File: src/rtl/alu_exec_if.sv
// Request/response bundle between the issue stage and alu_exec_unit.
interface alu_exec_if #(
  parameter int WIDTH = 32
);
  logic             iValid;
  logic             oReady;
  logic [3:0]       iALUctrl;
  logic [WIDTH-1:0] iSrcA;
  logic [WIDTH-1:0] iSrcB;
  logic [4:0]       iShamt;
  logic             oValid;
  logic             iReady;
  logic [WIDTH-1:0] oResult;
  logic             oZero;
  logic             oIllegal;

  modport master (
    output iValid, iALUctrl, iSrcA, iSrcB, iShamt, iReady,
    input  oReady, oValid, oResult, oZero, oIllegal
  );

  modport slave (
    input  iValid, iALUctrl, iSrcA, iSrcB, iShamt, iReady,
    output oReady, oValid, oResult, oZero, oIllegal
  );
endinterface

File: src/rtl/alu_exec_unit.sv
// Single-issue ALU with registered result and valid/ready handshake.
// Define ALU_FAST_SHIFT_EN for single-cycle barrel shifts; default shifts iterate one bit per cycle.
module alu_exec_unit #(
  parameter int WIDTH = 32
) (
  input logic        clk,
  input logic        rst,
  alu_exec_if.slave  bus
);

  // state  | meaning
  // IDLE   | ready for a request
  // SHIFT  | iterative shift in progress (absent with ALU_FAST_SHIFT_EN)
  // DONE   | result held until consumer takes it
  typedef enum logic [1:0] {
    S_IDLE  = 2'd0,
    S_SHIFT = 2'd1,
    S_DONE  = 2'd2
  } state_t;

  state_t           state_q, state_d;
  logic [WIDTH-1:0] result_q, result_d;
  logic             zero_q, zero_d;
  logic             illegal_q, illegal_d;
  logic [WIDTH-1:0] alu_res;
  logic             is_shift;

  assign is_shift = (bus.iALUctrl == 4'd7) || (bus.iALUctrl == 4'd8) || (bus.iALUctrl == 4'd9);

`ifdef ALU_FAST_SHIFT_EN
  logic sat;
  assign sat = 32'(bus.iShamt) >= WIDTH;
`else
  logic [WIDTH-1:0] sh_q, sh_d;
  logic [4:0]       cnt_q, cnt_d;
  logic [1:0]       kind_q, kind_d;
`endif

  always_comb begin
    alu_res = '0;
    case (bus.iALUctrl)
      4'd0: alu_res = bus.iSrcA + bus.iSrcB;
      4'd1: alu_res = bus.iSrcA - bus.iSrcB;
      4'd2: alu_res = bus.iSrcA & bus.iSrcB;
      4'd3: alu_res = bus.iSrcA | bus.iSrcB;
      4'd4: alu_res = {{(WIDTH-1){1'b0}}, ($signed(bus.iSrcA) < $signed(bus.iSrcB))};
      4'd5: alu_res = bus.iSrcA ^ bus.iSrcB;
      4'd6: alu_res = ~(bus.iSrcA | bus.iSrcB);
`ifdef ALU_FAST_SHIFT_EN
      4'd7: alu_res = sat ? '0 : (bus.iSrcB << bus.iShamt);
      4'd8: alu_res = sat ? '0 : (bus.iSrcB >> bus.iShamt);
      4'd9: alu_res = sat ? {WIDTH{bus.iSrcB[WIDTH-1]}}
                          : WIDTH'($signed(bus.iSrcB) >>> bus.iShamt);
`endif
      default: alu_res = '0;
    endcase
  end

  always_comb begin
    state_d   = state_q;
    result_d  = result_q;
    zero_d    = zero_q;
    illegal_d = illegal_q;
`ifndef ALU_FAST_SHIFT_EN
    sh_d      = sh_q;
    cnt_d     = cnt_q;
    kind_d    = kind_q;
`endif
    case (state_q)
      S_IDLE: begin
        if (bus.iValid) begin
`ifndef ALU_FAST_SHIFT_EN
          if (is_shift) begin
            sh_d    = bus.iSrcB;
            cnt_d   = bus.iShamt;
            kind_d  = bus.iALUctrl[1:0];
            state_d = S_SHIFT;
          end else
`endif
          begin
            result_d  = alu_res;
            zero_d    = (alu_res == '0);
            illegal_d = (bus.iALUctrl >= 4'd10) && !is_shift;
            state_d   = S_DONE;
          end
        end
      end
`ifndef ALU_FAST_SHIFT_EN
      S_SHIFT: begin
        if (cnt_q != 5'd0) begin
          cnt_d = cnt_q - 5'd1;
          // kind holds op[1:0]: 7 -> 11 (sll), 9 -> 01 (sra), 8 -> 00 (srl)
          case (kind_q)
            2'b11:   sh_d = {sh_q[WIDTH-2:0], 1'b0};
            2'b01:   sh_d = {sh_q[WIDTH-1], sh_q[WIDTH-1:1]};
            default: sh_d = {1'b0, sh_q[WIDTH-1:1]};
          endcase
        end else begin
          result_d  = sh_q;
          zero_d    = (sh_q == '0);
          illegal_d = 1'b0;
          state_d   = S_DONE;
        end
      end
`endif
      S_DONE: begin
        if (bus.iReady) state_d = S_IDLE;
      end
      default: state_d = S_IDLE;
    endcase
  end

  always_ff @(posedge clk or posedge rst) begin
    if (rst) begin
      state_q   <= S_IDLE;
      result_q  <= '0;
      zero_q    <= 1'b1;
      illegal_q <= 1'b0;
`ifndef ALU_FAST_SHIFT_EN
      sh_q      <= '0;
      cnt_q     <= '0;
      kind_q    <= '0;
`endif
    end else begin
      state_q   <= state_d;
      result_q  <= result_d;
      zero_q    <= zero_d;
      illegal_q <= illegal_d;
`ifndef ALU_FAST_SHIFT_EN
      sh_q      <= sh_d;
      cnt_q     <= cnt_d;
      kind_q    <= kind_d;
`endif
    end
  end

  assign bus.oReady   = (state_q == S_IDLE);
  assign bus.oValid   = (state_q == S_DONE);
  assign bus.oResult  = result_q;
  assign bus.oZero    = zero_q;
  assign bus.oIllegal = illegal_q;

endmodule

File: src/flat_wrapper.sv
// flat-port wrapper written by rule: the top's interface ports become plain ports
module alu_exec_unit_flat 
#(
  parameter int WIDTH = 32
)
  (clk, rst, bus_iValid, bus_iALUctrl, bus_iSrcA, bus_iSrcB, bus_iShamt, bus_iReady, bus_oReady, bus_oValid, bus_oResult, bus_oZero, bus_oIllegal);
  alu_exec_if #(.WIDTH(WIDTH)) bus_i ();
  input logic clk;
  input logic rst;
  input wire logic [$bits(bus_i.iValid)-1:0] bus_iValid;
  input wire logic [$bits(bus_i.iALUctrl)-1:0] bus_iALUctrl;
  input wire logic [$bits(bus_i.iSrcA)-1:0] bus_iSrcA;
  input wire logic [$bits(bus_i.iSrcB)-1:0] bus_iSrcB;
  input wire logic [$bits(bus_i.iShamt)-1:0] bus_iShamt;
  input wire logic [$bits(bus_i.iReady)-1:0] bus_iReady;
  output wire logic [$bits(bus_i.oReady)-1:0] bus_oReady;
  output wire logic [$bits(bus_i.oValid)-1:0] bus_oValid;
  output wire logic [$bits(bus_i.oResult)-1:0] bus_oResult;
  output wire logic [$bits(bus_i.oZero)-1:0] bus_oZero;
  output wire logic [$bits(bus_i.oIllegal)-1:0] bus_oIllegal;
  assign bus_i.iValid = bus_iValid;
  assign bus_i.iALUctrl = bus_iALUctrl;
  assign bus_i.iSrcA = bus_iSrcA;
  assign bus_i.iSrcB = bus_iSrcB;
  assign bus_i.iShamt = bus_iShamt;
  assign bus_i.iReady = bus_iReady;
  assign bus_oReady = bus_i.oReady;
  assign bus_oValid = bus_i.oValid;
  assign bus_oResult = bus_i.oResult;
  assign bus_oZero = bus_i.oZero;
  assign bus_oIllegal = bus_i.oIllegal;
  alu_exec_unit #(.WIDTH(WIDTH)) u_core (.clk(clk), .rst(rst), .bus(bus_i));
endmodule
File: config.mk
export PLATFORM = sky130hd
export DESIGN_NAME = alu_exec_unit_flat
export DESIGN_NICKNAME = d
export VERILOG_FILES = /design/src/rtl/alu_exec_if.sv /design/src/rtl/alu_exec_unit.sv /design/src/flat_wrapper.sv
export SDC_FILE = /design/constraint.sdc
export NUM_CORES = 1
export LEC_CHECK = 0
export BUFFER_PORTS_ARGS = -buffer_cell sky130_fd_sc_hd__buf_2
export CAP_MARGIN = 20
export CORE_ASPECT_RATIO = 0.7
export CORE_UTILIZATION = 48
export CTS_BUF_LIST = sky130_fd_sc_hd__clkbuf_2
export CTS_CLUSTER_SIZE = 40
export DETAILED_ROUTE_END_ITERATION = 12
export PLACE_DENSITY = 0.67
export SYNTH_ARGS = -nofsm -noshare
export SYNTH_HDL_FRONTEND = slang
export SYNTH_SLANG_ARGS = --single-unit
File: constraint.sdc
create_clock -name clk -period 7.2 [get_ports clk]
set_clock_uncertainty 0.15 [all_clocks]
set_input_delay 0.36 -clock clk [delete_from_list [all_inputs] [get_ports clk]]
set_output_delay 0.36 -clock clk [all_outputs]
set_load 0.1 [all_outputs]
==> impl_metrics.env <==
export IMPL_highest_layer="met4"
export IMPL_die_area_um2=21600
export IMPL_fin_setup_tns_ns=0
export IMPL_drt_pass1_iterations=6
export IMPL_ant_nets=0
export IMPL_async_flop_share=1.00
export IMPL_clkTransAtPathRegs_ns=0.20
export IMPL_grt_pass1_vias=9951
export IMPL_hold_viol_final=0
export IMPL_path_class="primary input to flop"
export IMPL_dr_wl_met2_um=15400
export IMPL_numCtsBuffers=9
export IMPL_yosys_register_bits=75
export IMPL_synth_edf_count=0
export IMPL_coreArea_um2=20200
export IMPL_grt_overflow_total=0
export IMPL_r2r_start="u_core.cnt_q[0]$_DFFE_PP0P_"
export IMPL_p_per_area_nw_per_um2=271
export IMPL_grt_use_total=0.343
export IMPL_path_cells="dlygate4sd3_1 > buf_2 > inv_1 > ha_1 > and3_1 > a221oi_2 > a2bb2oi_1 > nand2b_1 > a21o_1 > a211o_1 > nand2_1 > o211ai_1 > or4_1 > nor4_1 > nand4_1 > o31ai_2"
export IMPL_layout_common_cells="165 x a21oi_1, 158 x nand2_1, 117 x nor2_1, 117 x o21ai_0, 115 x ha_1"
export IMPL_status="finished, final reports clean"
export IMPL_cts_htree_levels=3
export IMPL_layout_commonest_cell="a21oi_1"
export IMPL_grt_max_degree=96
export IMPL_yosysWarningCount=0
export IMPL_hold_class="primary input to flop"
export IMPL_numClockSinks=75
export IMPL_place_congestion=1.02
export IMPL_end_kind="flop"
export IMPL_ys_seq_area_frac=0.186
export IMPL_fmax_mhz=220
export IMPL_drtIter0Drc=1616
export IMPL_route_met3_wl_um=4060
export IMPL_ir_drop_uv=238
export IMPL_die_height_um=123
export IMPL_maxCapViolations=0
export IMPL_wl_per_cell_um=21.5
export IMPL_crit_start="bus_iSrcB[5]"
export IMPL_min_from="bus_iSrcB[25]"
export IMPL_clk_latency_ns=0.55
export IMPL_wirelength_um=37700
export IMPL_rsz0062_at_grt="false"
export IMPL_worstPathMaxFanout=15
export IMPL_cts_root_buffer_cell="clkbuf_2"
export IMPL_grt_pass1_wl_um=57500
export IMPL_die_w_um=175
export IMPL_finalPower_mw=2.97
export IMPL_syn_inst=1417
export IMPL_drc=0
export IMPL_num_rows=43
export IMPL_postLayoutCoreUtil=0.544
export IMPL_antenna_found_initial=1
export IMPL_vias_per_cell=6.49
export IMPL_critical_path_top_delay_family="compound AO/OA/AOI/OAI gates"
export IMPL_num_fill_cells=1984
export IMPL_clk_path_buf_depth=2
export IMPL_maxSlewViolCount=0
export IMPL_vias=11400
export IMPL_arrival_ns=4.89
export IMPL_synth_fp_nets=1611
export IMPL_cts_resized=0
export IMPL_hpwl_um=28200
export IMPL_start_kind="primary input"
export IMPL_cts_setup_buffers=0
export IMPL_syn_area_per_cell_um2=7.11
export IMPL_nets=1671
export IMPL_required_ns=7.53
export IMPL_cts_tree="yes"
export IMPL_netlist_area_um2=10100
export IMPL_max_stage_delay_ns=0.53
export IMPL_fin_crit_sh=0.633
export IMPL_period_needed_ns=4.55
export IMPL_ioPinCount=113
export IMPL_slew_headroom=0.231
export IMPL_wl_met1_um=17000
export IMPL_crit_slowest_cell="dlygate4sd3_1"
export IMPL_finalSetupViolCount=0
export IMPL_drive_gt1_frac=0.122
export IMPL_syn_to_final_growth_pct=8.95
export IMPL_synth_distinct_cells=88
export IMPL_start_util=0.500
export IMPL_p_leak_nw=5.10
export IMPL_portBuffers=112
export IMPL_critPathBufInv=3
export IMPL_synth_flop_cell="dfrtp_1"
export IMPL_tightest_slew_ns=1.13
==> power breakdown <==
part | internal [mW] | switching (mW)
registers | 0.610 | 0.194
logic | 0.460 | 1.51
clock network | 0.0462 | 0.149
total | 1.12 | 1.86
==> layer usage <==
layer	up-vias	GRT usage
li1	5250	-
met2	676	0.502
met4	0	0.0995
met5	-	0
met3	83	0.0655
met1	5357	0.507
==> timing repair <==
item / in CTS / in global routing
endpoints found under the setup margin: 0 / 0
hold endpoints to repair: 90 / 4
hold buffers: 17 / 4
==> logic make-up after synthesis <==
logic type | Yosys count | share of synthesized area
AO/OA/AOI/OAI | 513 | 0.330
XOR/XNOR | 6 | 0.00521
adder cells (fa/ha/maj) | 117 | 0.147
buffers and inverters | 202 | 0.0804
flip-flops | 75 | 0.186
multiplexers | 25 | 0.0258
AND/OR/NAND/NOR | 479 | 0.226
==> metrics by stage <==
step                setup slack, ns  hold slack, ns  instances  area (um^2)
floorplan                      3.54           0.318       1417        10100
global placement               2.50           0.307       1714        10700
detailed placement             2.48           0.311       1714        10700
CTS                            2.79       0.0000139       1746        10900
global route                   2.35          0.0124       1752        11000
finish                         2.65          0.0132       1752        11000
==> synth_stat cells (all sizes together) (15+ instances only) <==
| master | number | share of area |
|---|---|---|
| a21oi | 165 | 0.082 |
| nand2 | 158 | 0.059 |
| o21ai | 120 | 0.060 |
| nor2 | 118 | 0.044 |
| ha | 115 | 0.14 |
| inv | 103 | 0.038 |
| dfrtp | 74 | 0.18 |
| clkbuf | 68 | 0.025 |
| nand3 | 66 | 0.033 |
| buf | 30 | 0.016 |
| a21o | 29 | 0.022 |
| nor3 | 27 | 0.014 |
| o31ai | 26 | 0.020 |
| a211oi | 23 | 0.018 |
| o211ai | 22 | 0.017 |
| o221ai | 19 | 0.017 |
| mux2i | 17 | 0.017 |
| nor4 | 17 | 0.012 |
| nor2b | 16 | 0.011 |
| nand4 | 15 | 0.0093 |
==> worst register-to-register path: stages (launching register included) <==
cell and delay (ns):
dfrtp_1 0.43, inv_1 0.12, ha_1 0.15, nor4b_1 0.44, nand2_1 0.10, a21o_2 0.25, nor3_1 0.26, nand4_1 0.13
nor4_1 0.35, nand4_1 0.15, or4_1 0.51, nor4_1 0.37, nand4_1 0.15, o31ai_2 0.21
==> sequential cells by signal, summed over array words and instances, names as in the netlist <==
name,cells
u_core.bus.oResult,32
u_core.sh_q,32
u_core.cnt_q,5
u_core.kind_q,2
u_core.state_q,2
u_core.bus.oIllegal,1
u_core.bus.oZero,1
==> layout make-up <==
cell class                      instances  area [um^2]  share of cell area
Multi-Input combinational cell       1140         7410               0.675
Sequential cell                        75         1880               0.171
Timing Repair Buffer                  147          883              0.0804
Inverter                              104          392              0.0357
Tap cell                              270          338              0.0308
Clock buffer                           12         60.1             0.00547
Clock inverter                          3         16.3             0.00148
Antenna cell                            1         2.50            0.000228
==> final timing paths <==
path                            slack [ns]                                  to  cells past startpoint
worst min register to register        0.35  u_core.bus.oResult[29]$_DFFE_PP0P_                      1
max in group asynchronous             5.80   u_core.bus.oResult[7]$_DFFE_PP0P_                      4
worst max-delay path                  2.65        u_core.bus.oZero$_DFFE_PP1P_                     16
min in group asynchronous             0.47  u_core.bus.oResult[26]$_DFFE_PP0P_                      4
worst max register to register        3.37        u_core.bus.oZero$_DFFE_PP1P_                     13
worst min-delay path                  0.01         u_core.sh_q[25]$_DFFE_PP0P_                      3
(Power assumes the default switching activity.)
